**src/rtl/ahbl_excl_monitor_pkg.sv**
```systemverilog
// Shared definitions for the AHB-Lite exclusive-access monitor:
// HTRANS encodings and the reservation tag width helper.
package ahbl_excl_monitor_pkg;

   typedef enum logic [1:0] {
      HTRANS_IDLE   = 2'b00,
      HTRANS_BUSY   = 2'b01,
      HTRANS_NONSEQ = 2'b10,
      HTRANS_SEQ    = 2'b11
   } htrans_t;

   function automatic int tag_width(input int w_addr, input int granule_log2);
      return w_addr - granule_log2;
   endfunction

endpackage

```
**src/rtl/ahbl_excl_monitor_excl_res_table.sv**
```systemverilog
// Per-master reservation slots with a parallel tag compare.
// A set on a slot takes priority over a clear of that slot in the same cycle.
module excl_res_table
   import ahbl_excl_monitor_pkg::*;
#(
   parameter int N_MASTERS = 4,
   parameter int W_TAG     = 30,
   parameter int W_IDX     = 2
) (
   input  logic                 clk,
   input  logic                 rst_n,
   input  logic [W_TAG-1:0]     i_tag,
   output logic [N_MASTERS-1:0] o_hit,
   input  logic [N_MASTERS-1:0] i_clr,
   input  logic                 i_set,
   input  logic [W_IDX-1:0]     i_set_idx
);

   logic [N_MASTERS-1:0] r_valid;
   logic [W_TAG-1:0]     r_tag [N_MASTERS];

   for (genvar k = 0; k < N_MASTERS; k++) begin : g_slot
      always_ff @(posedge clk or negedge rst_n) begin
         if (!rst_n) begin
            r_valid[k] <= 1'b0;
            r_tag[k]   <= '0;
         end else if (i_set && (i_set_idx == W_IDX'(k))) begin
            r_valid[k] <= 1'b1;
            r_tag[k]   <= i_tag;
         end else if (i_clr[k]) begin
            r_valid[k] <= 1'b0;
         end
      end

      assign o_hit[k] = r_valid[k] && (r_tag[k] == i_tag);
   end

endmodule

```
**src/rtl/ahbl_excl_monitor.sv**
```systemverilog
// AHB-Lite global exclusive monitor: forwards transfers to a shared slave, flags
// hexokay, and turns failing exclusive writes into a one-cycle local OKAY.
module ahbl_excl_monitor
   import ahbl_excl_monitor_pkg::*;
#(
   parameter int N_MASTERS    = 4,
   parameter int W_ADDR       = 32,
   parameter int W_DATA       = 32,
   parameter int GRANULE_LOG2 = 2
) (
   input  logic              clk,
   input  logic              rst_n,
   input  logic              src_hready,
   output logic              src_hready_resp,
   output logic              src_hresp,
   output logic              src_hexokay,
   input  logic [W_ADDR-1:0] src_haddr,
   input  logic              src_hwrite,
   input  logic [1:0]        src_htrans,
   input  logic [2:0]        src_hsize,
   input  logic              src_hexcl,
   input  logic [7:0]        src_hmaster,
   input  logic [W_DATA-1:0] src_hwdata,
   output logic [W_DATA-1:0] src_hrdata,
   output logic              dst_hready,
   input  logic              dst_hready_resp,
   input  logic              dst_hresp,
   output logic [W_ADDR-1:0] dst_haddr,
   output logic              dst_hwrite,
   output logic [1:0]        dst_htrans,
   output logic [2:0]        dst_hsize,
   output logic [W_DATA-1:0] dst_hwdata,
   input  logic [W_DATA-1:0] dst_hrdata
);

   localparam int W_TAG = tag_width(W_ADDR, GRANULE_LOG2);
   localparam int W_IDX = (N_MASTERS > 1) ? $clog2(N_MASTERS) : 1;

   logic                 w_aph, w_mapped, w_hit_m;
   logic                 w_xrd, w_xwr, w_pass, w_fail, w_set, w_wr_clr, w_err_clr;
   logic [W_IDX-1:0]     w_idx;
   logic [W_TAG-1:0]     w_tag;
   logic [N_MASTERS-1:0] w_hit, w_clr;

   logic                 r_dp_excl, r_dp_okay, r_dp_local, r_dp_read;
   logic [W_IDX-1:0]     r_dp_m;

   assign w_aph    = src_htrans[1] & src_hready;
   assign w_mapped = {24'd0, src_hmaster} < 32'(N_MASTERS);
   assign w_idx    = src_hmaster[W_IDX-1:0];
   assign w_tag    = src_haddr[W_ADDR-1:GRANULE_LOG2];
   assign w_hit_m  = w_hit[w_idx];

   assign w_xrd    = w_aph & src_hexcl & ~src_hwrite;
   assign w_xwr    = w_aph & src_hexcl & src_hwrite;
   assign w_pass   = w_xwr & w_mapped & w_hit_m;
   assign w_fail   = w_xwr & ~w_pass;
   assign w_set    = w_xrd & w_mapped;
   assign w_wr_clr = (w_aph & src_hwrite & ~src_hexcl) | w_pass;

   // An exclusive read that completes with an error loses its reservation.
   assign w_err_clr = r_dp_excl & r_dp_read & r_dp_okay & ~r_dp_local
                    & dst_hready_resp & dst_hresp;

   always_comb begin
      w_clr = w_wr_clr ? w_hit : '0;
      if (w_err_clr) w_clr[r_dp_m] = 1'b1;
   end

   excl_res_table #(
      .N_MASTERS (N_MASTERS),
      .W_TAG     (W_TAG),
      .W_IDX     (W_IDX)
   ) u_table (
      .clk       (clk),
      .rst_n     (rst_n),
      .i_tag     (w_tag),
      .o_hit     (w_hit),
      .i_clr     (w_clr),
      .i_set     (w_set),
      .i_set_idx (w_idx)
   );

   always_ff @(posedge clk or negedge rst_n) begin
      if (!rst_n) begin
         r_dp_excl  <= 1'b0;
         r_dp_okay  <= 1'b0;
         r_dp_local <= 1'b0;
         r_dp_read  <= 1'b0;
         r_dp_m     <= '0;
      end else if (src_hready) begin
         r_dp_excl  <= w_aph & src_hexcl;
         r_dp_okay  <= w_set | w_pass;
         r_dp_local <= w_fail;
         r_dp_read  <= w_aph & ~src_hwrite;
         r_dp_m     <= w_aph ? w_idx : '0;
      end
   end

   assign src_hready_resp = r_dp_local ? 1'b1 : dst_hready_resp;
   assign src_hresp       = r_dp_local ? 1'b0 : dst_hresp;
   assign src_hexokay     = r_dp_excl & r_dp_okay & ~r_dp_local;
   assign src_hrdata      = dst_hrdata;

   assign dst_hready = src_hready;
   assign dst_haddr  = src_haddr;
   assign dst_hwrite = src_hwrite;
   assign dst_hsize  = src_hsize;
   assign dst_hwdata = src_hwdata;
   assign dst_htrans = w_fail ? HTRANS_IDLE : src_htrans;

endmodule

```
**config.mk**
```make
export PLATFORM = sky130hd
export DESIGN_NAME = ahbl_excl_monitor
export DESIGN_NICKNAME = d
export VERILOG_FILES = /design/src/rtl/ahbl_excl_monitor_pkg.sv /design/src/rtl/ahbl_excl_monitor_excl_res_table.sv /design/src/rtl/ahbl_excl_monitor.sv
export SDC_FILE = /design/constraint.sdc
export NUM_CORES = 1
export LEC_CHECK = 0
export ABC_AREA = 0
export CAP_MARGIN = 20
export CORE_ASPECT_RATIO = 1.4
export CORE_MARGIN = 2
export CORE_UTILIZATION = 46
export CTS_CLUSTER_SIZE = 20
export DETAILED_ROUTE_END_ITERATION = 7
export DONT_BUFFER_PORTS = 1
export PLACE_DENSITY = 0.71
export SLEW_MARGIN = 25
export SYNTH_ARGS = -nofsm -noshare
export SYNTH_HDL_FRONTEND = slang
export SYNTH_SLANG_ARGS = --single-unit
```
**constraint.sdc**
```tcl
create_clock -name clk -period 3.2 [get_ports clk]
set_input_delay 0.48 -clock clk [delete_from_list [all_inputs] [get_ports clk]]
set_output_delay 0.48 -clock clk [all_outputs]
set_load 0.005 [all_outputs]
```
==> flow_metrics.tcl <==
set metrics [dict create \
    hold_viol 130 \
    clock.fmax_mhz 331.3 \
    cts.clk_slew.worst_paths_ns 0.06 \
    viasPerCell 5.589 \
    num_rows 55 \
    path_cells "xor2_1 > nor4_1 > nand2_1 > nor4_1 > nor4_2 > o211ai_2 > and2_1" \
    crit_type "reg2out" \
    required_ns 2.72 \
    ctsHtreeMaxLevel 4 \
    cts_tree "built" \
    grt_overflow_total 0 \
    worstSkewPairLatency_ns 0.42 \
    cts_setup_buffers 0 \
    fin_skew_ns 0.008677 \
    diodes 0 \
    syn_to_final_growth_pct -0.7962 \
    grt_pass1_vias 4325 \
    p_seq_share_pct 42.6 \
    antenna_found_initial 0 \
    slew_viol_final 0 \
    cts_made_buffers 17 \
    synthAdderAreaFrac_pct 0 \
    syn_area_per_cell_um2 12.13 \
    synthSimpleGateAreaFrac_pct 6.868 \
    worst_pin_slew_ns 0.6832 \
    synthTopCellsByArea "dfrtp_1 43%, mux2_4 12%, buf_4 10%" \
    p_sw_share_pct 20.38 \
    rsz0062_at_grt "false" \
    ys_types 35 \
    syn-num-nets 738 \
    relSlewSlack_pct 54.08 \
    slowest_stage "nor4_1" \
    seq_area_frac_synth_pct 43.13 \
    hold_class "in2async" \
    critPathCaptureType "output port" \
    worst_path_most_repeated_cell "nor4_1" \
    syn_area_mm2 0.007542 \
    comb_power_share_pct 3.3 \
    irDropWorstVdd_uv 310.6 \
    setup_tns_ns 0 \
    root_buffer "clkbuf_16" \
    holdWs_ns -0.2438 \
    dieWidth_um 112.2 \
    startpoint_type "flop" \
    io_buffers 0 \
    dr.first_iter.drc_count 211 \
    synth_compound_area_share_pct 1.344 \
    grt_use_total_pct 20.77 \
    p_leak_nw 3.531 \
    p_total_w 0.003930 \
    place.gp.congestion 0.8011 \
    drive_gt1_share_pct 32.88 \
    clock-sinks 130 \
    syn_inst 622 \
    die-height_um 155.5 \
    synth_top_area_share_pct 43.13 \
    start_util_pct 46.84 \
    cap_violations 0 \
    ant_nets 0 \
    grt_pass1_wl_um 26910 \
    routed_wl_um 17730 \
    synth_top_area_cell "dfrtp_1" \
    pin_count 222 \
    synthMuxAreaShare_pct 20.95 \
    drcViolationCount 0 \
    synthXorXnorAreaFrac_pct 13.82 \
    wl_per_cell_um 24.86 \
    ctsLongestPathBuffers 2 \
    vias 3985 \
    worst-endpoint-arrival_ns 2.54 \
    setup_viol 0 \
    nets 617 \
    outcome "finished, violations left" \
    dp_hpwl_um 12670 \
    core_mm2 0.01610 \
    fin_crit_ns 3.018 \
    grt_max_degree 131 \
    firstDrtPassIters 4 \
    internal_power_w 0.003130 \
    path_delay_family "simple AND/OR/NAND/NOR gates" \
    yosys_warnings 0 \
    synth-seq-cells 130 \
    worst-path-buf-inv 0 \
    synth_top_family_by_area "multiplexers" \
    violations "hold timing" \
    power_switching_w 0.0008009 \
    p_per_area_mw_per_mm2 525.3 \
    slowest_delay_ns 0.50 \
    crit_fanout 6 \
    period_share_pct 94.32 \
    die_area_mm2 0.01745 \
    power.share.clock_pct 54.1 \
]
[routing by layer]
metal  vias up  wire (um)  track usage (%)
met5         -          0                0
met2       141       9087            36.09
met1      2041       6032            20.78
met4         0        666            10.34
li1       1749          -                -
met3        54       1940            9.739
[metrics by stage]
stage | util [%] | hold slack, ns | setup WS, ns | area (um2) | cells
final | 46.46 | -0.2438 | 0.1817 | 7482 | 713
after global routing | 46.46 | -0.2668 | 0.05807 | 7482 | 713
after CTS | 46.43 | -0.2586 | 0.09777 | 7476 | 713
after detailed placement | 42.35 | 0.1885 | 0.4397 | 6820 | 681
after global placement | 42.35 | 0.1885 | 0.4603 | 6820 | 681
after floorplan | - | 0.1844 | 0.6100 | 7542 | 622
[cell usage in the layout (no fill, tap or decap), types with 5 or more instances in the layout]
cell type	Yosys	routed
dfrtp_1	130	130
xnor2_1	80	80
mux2_2	63	63
mux2_4	58	58
xor2_1	39	39
nand4_1	22	22
clkbuf_16	0	17
nor4_1	14	13
nand2_1	9	9
nand3_1	8	8
inv_1	7	7
o21ai_0	7	7
nor3_1	6	6
clkinvlp_4	0	5
[power by group through the flow]
stage / registers (W) / clock network, W / logic [W]
floorplan: 0.00170 / 0 / 0.000261
global placement: 0.00170 / 0 / 0.000125
detailed placement: 0.00170 / 0 / 0.000128
CTS: 0.00167 / 0.00215 / 0.000129
global route: 0.00168 / 0.00223 / 0.000139
finish: 0.00167 / 0.00213 / 0.000128
[sequential cells by signal, indices dropped and copies added (netlist names)]
name and cells:
r_dp_read 1, r_dp_excl 1, r_dp_local 1, u_table.r_tag 120, r_dp_m 2, u_table.r_valid 4, r_dp_okay 1
[timing repair]
item | CTS | global route
resized for setup | 0 | 1
endpoints found under the hold margin | 130 | 130
setup endpoints to repair | 0 | 2
[synthesized netlist by cell type (all sizes together)]
library cell and number:
a21oi 1, and2 2, and3 4, and4 2, buf 143, clkbuf 2, dfrtp 130, inv 7
mux2 121, nand2 11, nand2b 2, nand3 8, nand4 22, nor2 3, nor2b 3, nor3 7
nor4 15, o211ai 1, o21ai 7, o21bai 1, o221ai 4, o22ai 1, or2 2, or3 1
or4 3, xnor2 80, xor2 39
[path summary, 6_finish.rpt]
check                                   from                 end  slack, ns  depth (start not counted)
setup / recovery           u_table.r_tag[18]       dst_htrans[1]       0.18                          7
hold / removal                         rst_n   u_table.r_tag[98]      -0.24                          0
setup reg to reg           u_table.r_tag[18]  u_table.r_valid[3]       0.95                          7
hold reg to reg                    r_dp_okay           r_dp_okay       0.51                          1
max in group asynchronous              rst_n   u_table.r_tag[77]       3.22                          0
min in group clk                  src_hwrite           r_dp_read       0.15                          1
[kinds of logic after synthesis]
kind of cell    after synthesis
buf+inv                     152
flops                       130
mux                         121
xor+xnor                    119
simple gates                 85
compound gates               15
[layout make-up]
class,instances,area (um2)
clock buffer,21,480.5
clock inverter,11,175.2
fill,1432,8621
inverter,7,26.28
multi-input combinational,340,3248
sequential,130,3253
tap,199,249.0
timing repair buffer,5,50.05
Note: power is estimated with default switching activity, not from simulation.
